File: src/rtl/secuenciador_secciones.sv
`default_nettype none
// +----------------------------------------------------------------------------+
// | Module  : secuenciador_secciones                                           |
// | Brief   : Quadrant sequencer for the XY painter. Debounced next/prev       |
// |           buttons step the active section, or it auto-advances every       |
// |           FRAMES_PER_STEP frame ticks. Single clock domain (clk2).         |
// | Revision: 1.0 - initial release                                            |
// +----------------------------------------------------------------------------+
module secuenciador_secciones #(
   parameter int DEBOUNCE_CYCLES = 16,
   parameter int FRAMES_PER_STEP = 60
) (
   input  logic       clk2,
   input  logic       reset,
   input  logic       btn_next,
   input  logic       btn_prev,
   input  logic       modo_auto,
   input  logic       apagar,
   input  logic       frame_tick,
   output logic [2:0] seccion_actual,
   output logic [1:0] modo_actual,
   output logic       cambio
);

   localparam int DBW = $clog2(DEBOUNCE_CYCLES + 1);
   localparam int FCW = $clog2(FRAMES_PER_STEP + 1);
   localparam logic [DBW-1:0] C_DB_LAST = DBW'(DEBOUNCE_CYCLES - 1);
   localparam logic [FCW-1:0] C_FC_LAST = FCW'(FRAMES_PER_STEP - 1);

   // State encoding doubles as the modo_actual output code.
   typedef enum logic [1:0] {
      ST_BLANK  = 2'b00,
      ST_MANUAL = 2'b01,
      ST_AUTO   = 2'b10
   } state_t;

   logic [1:0] w_btn_raw;
   logic [1:0] w_pulse;   // [0] = pn (next), [1] = pp (prev)

   assign w_btn_raw = {btn_prev, btn_next};

   // Per-button synchroniser, debouncer and rising-edge detector.
   generate
      for (genvar gi = 0; gi < 2; gi++) begin : g_btn
         logic [1:0]     sync_q;
         logic [DBW-1:0] cnt_q;
         logic           acc_q;
         logic           acc_prev_q;

         // Two-flop synchroniser followed by a consecutive-sample debounce counter.
         always_ff @(posedge clk2) begin
            if (reset) begin
               sync_q     <= 2'b00;
               cnt_q      <= '0;
               acc_q      <= 1'b0;
               acc_prev_q <= 1'b0;
            end else begin
               sync_q     <= {sync_q[0], w_btn_raw[gi]};
               acc_prev_q <= acc_q;
               if (sync_q[1] != acc_q) begin
                  if (cnt_q == C_DB_LAST) begin
                     acc_q <= ~acc_q;
                     cnt_q <= '0;
                  end else begin
                     cnt_q <= cnt_q + DBW'(1);
                  end
               end else begin
                  cnt_q <= '0;
               end
            end
         end

         // Accepted-level clears to 0 on reset, so a held button reads as a fresh press.
         assign w_pulse[gi] = acc_q & ~acc_prev_q;
      end
   endgenerate

   function automatic logic [2:0] f_next(input logic [2:0] s);
      return (s == 3'd4) ? 3'd1 : s + 3'd1;
   endfunction

   function automatic logic [2:0] f_prev(input logic [2:0] s);
      return (s == 3'd1) ? 3'd4 : s - 3'd1;
   endfunction

   state_t         state_q, state_d;
   logic [2:0]     seccion_q, seccion_d;
   logic [FCW-1:0] fcnt_q, fcnt_d;
   logic           cambio_q;
   logic           w_step_n, w_step_p, w_step;

   // Simultaneous next and prev cancel each other out.
   assign w_step_n = w_pulse[0] & ~w_pulse[1];
   assign w_step_p = w_pulse[1] & ~w_pulse[0];
   assign w_step   = w_step_n | w_step_p;

   // Next-state logic: apagar, then buttons, then mode change, then frame ticks.
   always_comb begin
      state_d   = state_q;
      seccion_d = seccion_q;
      fcnt_d    = fcnt_q;
      if (apagar) begin
         state_d   = ST_BLANK;
         seccion_d = 3'd0;
         fcnt_d    = '0;
      end else begin
         case (state_q)
            ST_BLANK: begin
               if (w_step_n) begin
                  state_d   = ST_MANUAL;
                  seccion_d = 3'd1;
               end else if (w_step_p) begin
                  state_d   = ST_MANUAL;
                  seccion_d = 3'd4;
               end else if (modo_auto) begin
                  state_d   = ST_AUTO;
                  seccion_d = 3'd1;
                  fcnt_d    = '0;
               end
            end
            ST_MANUAL: begin
               if (w_step_n)      seccion_d = f_next(seccion_q);
               else if (w_step_p) seccion_d = f_prev(seccion_q);
               if (modo_auto) begin
                  state_d = ST_AUTO;
                  fcnt_d  = '0;
               end
            end
            ST_AUTO: begin
               if (w_step_n)      seccion_d = f_next(seccion_q);
               else if (w_step_p) seccion_d = f_prev(seccion_q);
               if (w_step) fcnt_d = '0;
               if (!modo_auto) begin
                  state_d = ST_MANUAL;
                  fcnt_d  = '0;
               end else if (!w_step && frame_tick) begin
                  if (fcnt_q == C_FC_LAST) begin
                     seccion_d = f_next(seccion_q);
                     fcnt_d    = '0;
                  end else begin
                     fcnt_d = fcnt_q + FCW'(1);
                  end
               end
            end
            default: begin
               state_d   = ST_BLANK;
               seccion_d = 3'd0;
               fcnt_d    = '0;
            end
         endcase
      end
   end

   // State, section, frame counter and change-pulse registers.
   always_ff @(posedge clk2) begin
      if (reset) begin
         state_q   <= ST_BLANK;
         seccion_q <= 3'd0;
         fcnt_q    <= '0;
         cambio_q  <= 1'b0;
      end else begin
         state_q   <= state_d;
         seccion_q <= seccion_d;
         fcnt_q    <= fcnt_d;
         cambio_q  <= (seccion_d != seccion_q);
      end
   end

   assign seccion_actual = seccion_q;
   assign modo_actual    = state_q;
   assign cambio         = cambio_q;

endmodule
`default_nettype wire
File: config.mk
export PLATFORM = sky130hd
export DESIGN_NAME = secuenciador_secciones
export DESIGN_NICKNAME = d
export VERILOG_FILES = /design/src/rtl/secuenciador_secciones.sv
export SDC_FILE = /design/constraint.sdc
export NUM_CORES = 1
export LEC_CHECK = 0
export ABC_AREA = 1
export BUFFER_PORTS_ARGS = -buffer_cell sky130_fd_sc_hd__buf_2
export CORE_ASPECT_RATIO = 1.4
export CORE_MARGIN = 2
export CORE_UTILIZATION = 33
export DETAILED_ROUTE_END_ITERATION = 10
export GPL_TIMING_DRIVEN = 1
export MAX_ROUTING_LAYER = met4
export PLACE_DENSITY_LB_ADDON = 0.12
export RECOVER_POWER = 50
export SLEW_MARGIN = 5
export SYNTH_ARGS = -nofsm -noshare
export SYNTH_HDL_FRONTEND = slang
export SYNTH_SLANG_ARGS = --single-unit
File: constraint.sdc
create_clock -name clk2 -period 5.1 [get_ports clk2]
set_input_delay 0.765 -clock clk2 [delete_from_list [all_inputs] [get_ports clk2]]
set_output_delay 0.765 -clock clk2 [all_outputs]
set_load 0.01 [all_outputs]
==> impl_metrics.ini <==
[clock_network]
hold_buffers = 0
clockBufferDepth = 2
clock-sinks = 30
cts_resized = 0
htree_levels = 2
clk_pin_slew_ps = 70
cts_tree = yes
cts_setup_buffers = 0
root_buffer = clkbuf_8
clk_latency_ps = 280
cts_made_buffers = 5

[yosys]
ys_seq_elements = 30
yosysTopAreaCell = dfxtp_1
synth_edf_count = 0
syn_avg_cell_area_sq_um = 7.10
synth_nets = 249
synth_top_cells_by_area = dfxtp_1 (37%), nand2_1 (12%), ha_1 (8.4%)
netlist_area_sq_um = 1640
ys_warn_count = 0
yosysSeqAreaShare_pct = 36.6
async_flop_share_pct = 0
netlist-cell-type-count = 32
yosys_most_used_dff = dfxtp_1
synth_cells = 231
synth_top_area_share_pct = 36.6

[grt]
antenna_found_initial = 0
grt_pass1_wl_mm = 5.82
grt_usage_pct = 13.9
grt_start_max_net_pins = 13
grt_overflow = 0
grt_pass1_vias = 1406

[critical_path]
cp_common_cell = inv_1
worstPathMaxFanout = 8
critPathMaxStageDelay_ps = 370
slowest_stage = dfxtp_1
cp-start-kind = flop
crit_required_ps = 5270
path_cells = inv_1 > nor2_1 > inv_1 > ha_1 > clkinv_1 > a21oi_2 > nor3_4 > nand2_2 > nor2_2 > and3_1 > nor3_2
worst-path-buf-inv = 3
reg2reg_slack_ps = 3120
arrival_ps = 2150
crit_family = simple AND/OR/NAND/NOR gates
path_class = flop to flop
end_kind = flop

[finish]
diodes = 0
mostFrequentLayoutCells = nand2_1 (51), inv_1 (32), nor2_1 (32), dfxtp_1 (30), nand3_1 (16)
layout-drive-gt1-share_pct = 15.7
design_area_sq_um = 1860
mostFrequentLayoutCell = nand2_1
syn_to_final_growth_pct = 13.4
final_nets = 266

[sta]
slew_viol_final = 0
finalHoldViolations = 0
setup_tns_ps = 0
max_freq_ghz = 0.505
rsz0062_at_grt = no
min_period_ps = 1980
slew_headroom_pct = 66.8
finalClockSkew_ps = 2.34
fin_crit_sh_pct = 38.9
setup_violations = 0
tightest_slew_ps = 497

[power_and_ir_drop]
powerDensity_nw_per_um2 = 254
vdd_drop_max_v = 0.000116
cellLeakagePower_nw = 0.795

[placement]
dp_hpwl_mm = 2.58
gp_congestion = 0.856
placed_area_sq_um = 1770
port_buffers = 12

[detailed_routing]
drtIter0Drc = 67
vias = 1416
drc_errors = 0
first_pass_iters = 3
drt_wl_total_mm = 3.23
antenna_left = 0
via_per_inst = 4.52
wire_per_inst_um = 10.3

[floorplan]
die_h_um = 87.4
die-area_sq_um = 5550
placementRows = 30
ios = 13
initial_core_util_pct = 34.1
core_sq_um = 4800
dieWidth_um = 63.6

[worst_hold_path]
hp-class = flop to flop

[run]
max_cap_violations = 0

[run_status]
status = finished, final reports clean
Yosys cell counts, types with 2 or more instances:
cell,number
ha_1,11
nand2_2,4
o21ai_0,6
o211ai_1,3
nor3_1,3
o21bai_1,2
nor2_4,2
nand3_1,16
a21oi_2,2
dfxtp_1,30
a21oi_1,11
inv_2,4
nor2_2,4
nor2_1,32
nand2_1,51
nor3b_1,3
inv_1,32
per-stage QoR:
| step | power [W] | util [%] | hold slack (ps) | cells | setup WS (ps) |
|---|---|---|---|---|---|
| floorplan | 0.000270 | - | 388 | 231 | 3310 |
| detailed placement | 0.000280 | 36.8 | 393 | 305 | 3110 |
| finish | 0.000472 | 38.7 | 400 | 313 | 3120 |
| CTS | 0.000482 | 38.8 | 401 | 313 | 3100 |
| global route | 0.000498 | 38.7 | 413 | 313 | 2790 |
| global placement | 0.000280 | 36.8 | 391 | 305 | 3120 |
power breakdown:
part / internal [W] / switching [W]
clock network: 0.000108 / 0.0000898
registers: 0.000238 / 0.00000315
logic: 0.0000113 / 0.0000210
worst paths after layout:
check | from | end | depth (start not counted)
setup / recovery | g_btn[1].acc_q$_SDFFE_PP0P_ | fcnt_q[5]$_SDFFE_PP0P_ | 11
hold / removal | g_btn[1].sync_q[0]$_SDFF_PP0_ | g_btn[1].sync_q[1]$_SDFF_PP0_ | 2
setup reg to reg | g_btn[1].acc_q$_SDFFE_PP0P_ | fcnt_q[5]$_SDFFE_PP0P_ | 11
hold reg to reg | g_btn[1].sync_q[0]$_SDFF_PP0_ | g_btn[1].sync_q[1]$_SDFF_PP0_ | 2
tightest hold or removal path, cell delays in order, from the launching register on:
cell     delay, ps
dfxtp_1        300
inv_1           40
nor2_1          30
registers in the layout, indices dropped and copies added, names as in the netlist:
signal	flops
modo_actual	2
g_btn.sync_q	4
seccion_actual	3
cambio	1
g_btn.cnt_q	10
fcnt_q	6
g_btn.acc_q	2
g_btn.acc_prev_q	2
routing by layer:
metal,vias to the layer above,track usage [%],wire length (um)
li1,761,-,-
met4,0,7.71,112
met1,632,12.9,1300
met5,-,-,0
met2,14,25.7,1720
met3,9,3.75,95
final cells by class:
type                       count  area (sq um)
clock buffer                   6          82.6
clock inverter                 2          12.5
fill                         571          2950
inverter                      38           148
multi-input combinational    161           880
sequential                    30           601
tap                           64          80.1
timing repair buffer          12          55.1
cells by family (layout without fill, tap and decap cells):
group | Yosys count | in the layout | synth area share (%)
compound gates | 27 | 27 | 9.85
flops | 30 | 30 | 36.6
buf+inv | 40 | 58 | 9.69
simple gates | 123 | 123 | 35.4
fa+ha+maj | 11 | 11 | 8.40
No activity file was read; power rests on OpenSTA's default activity.
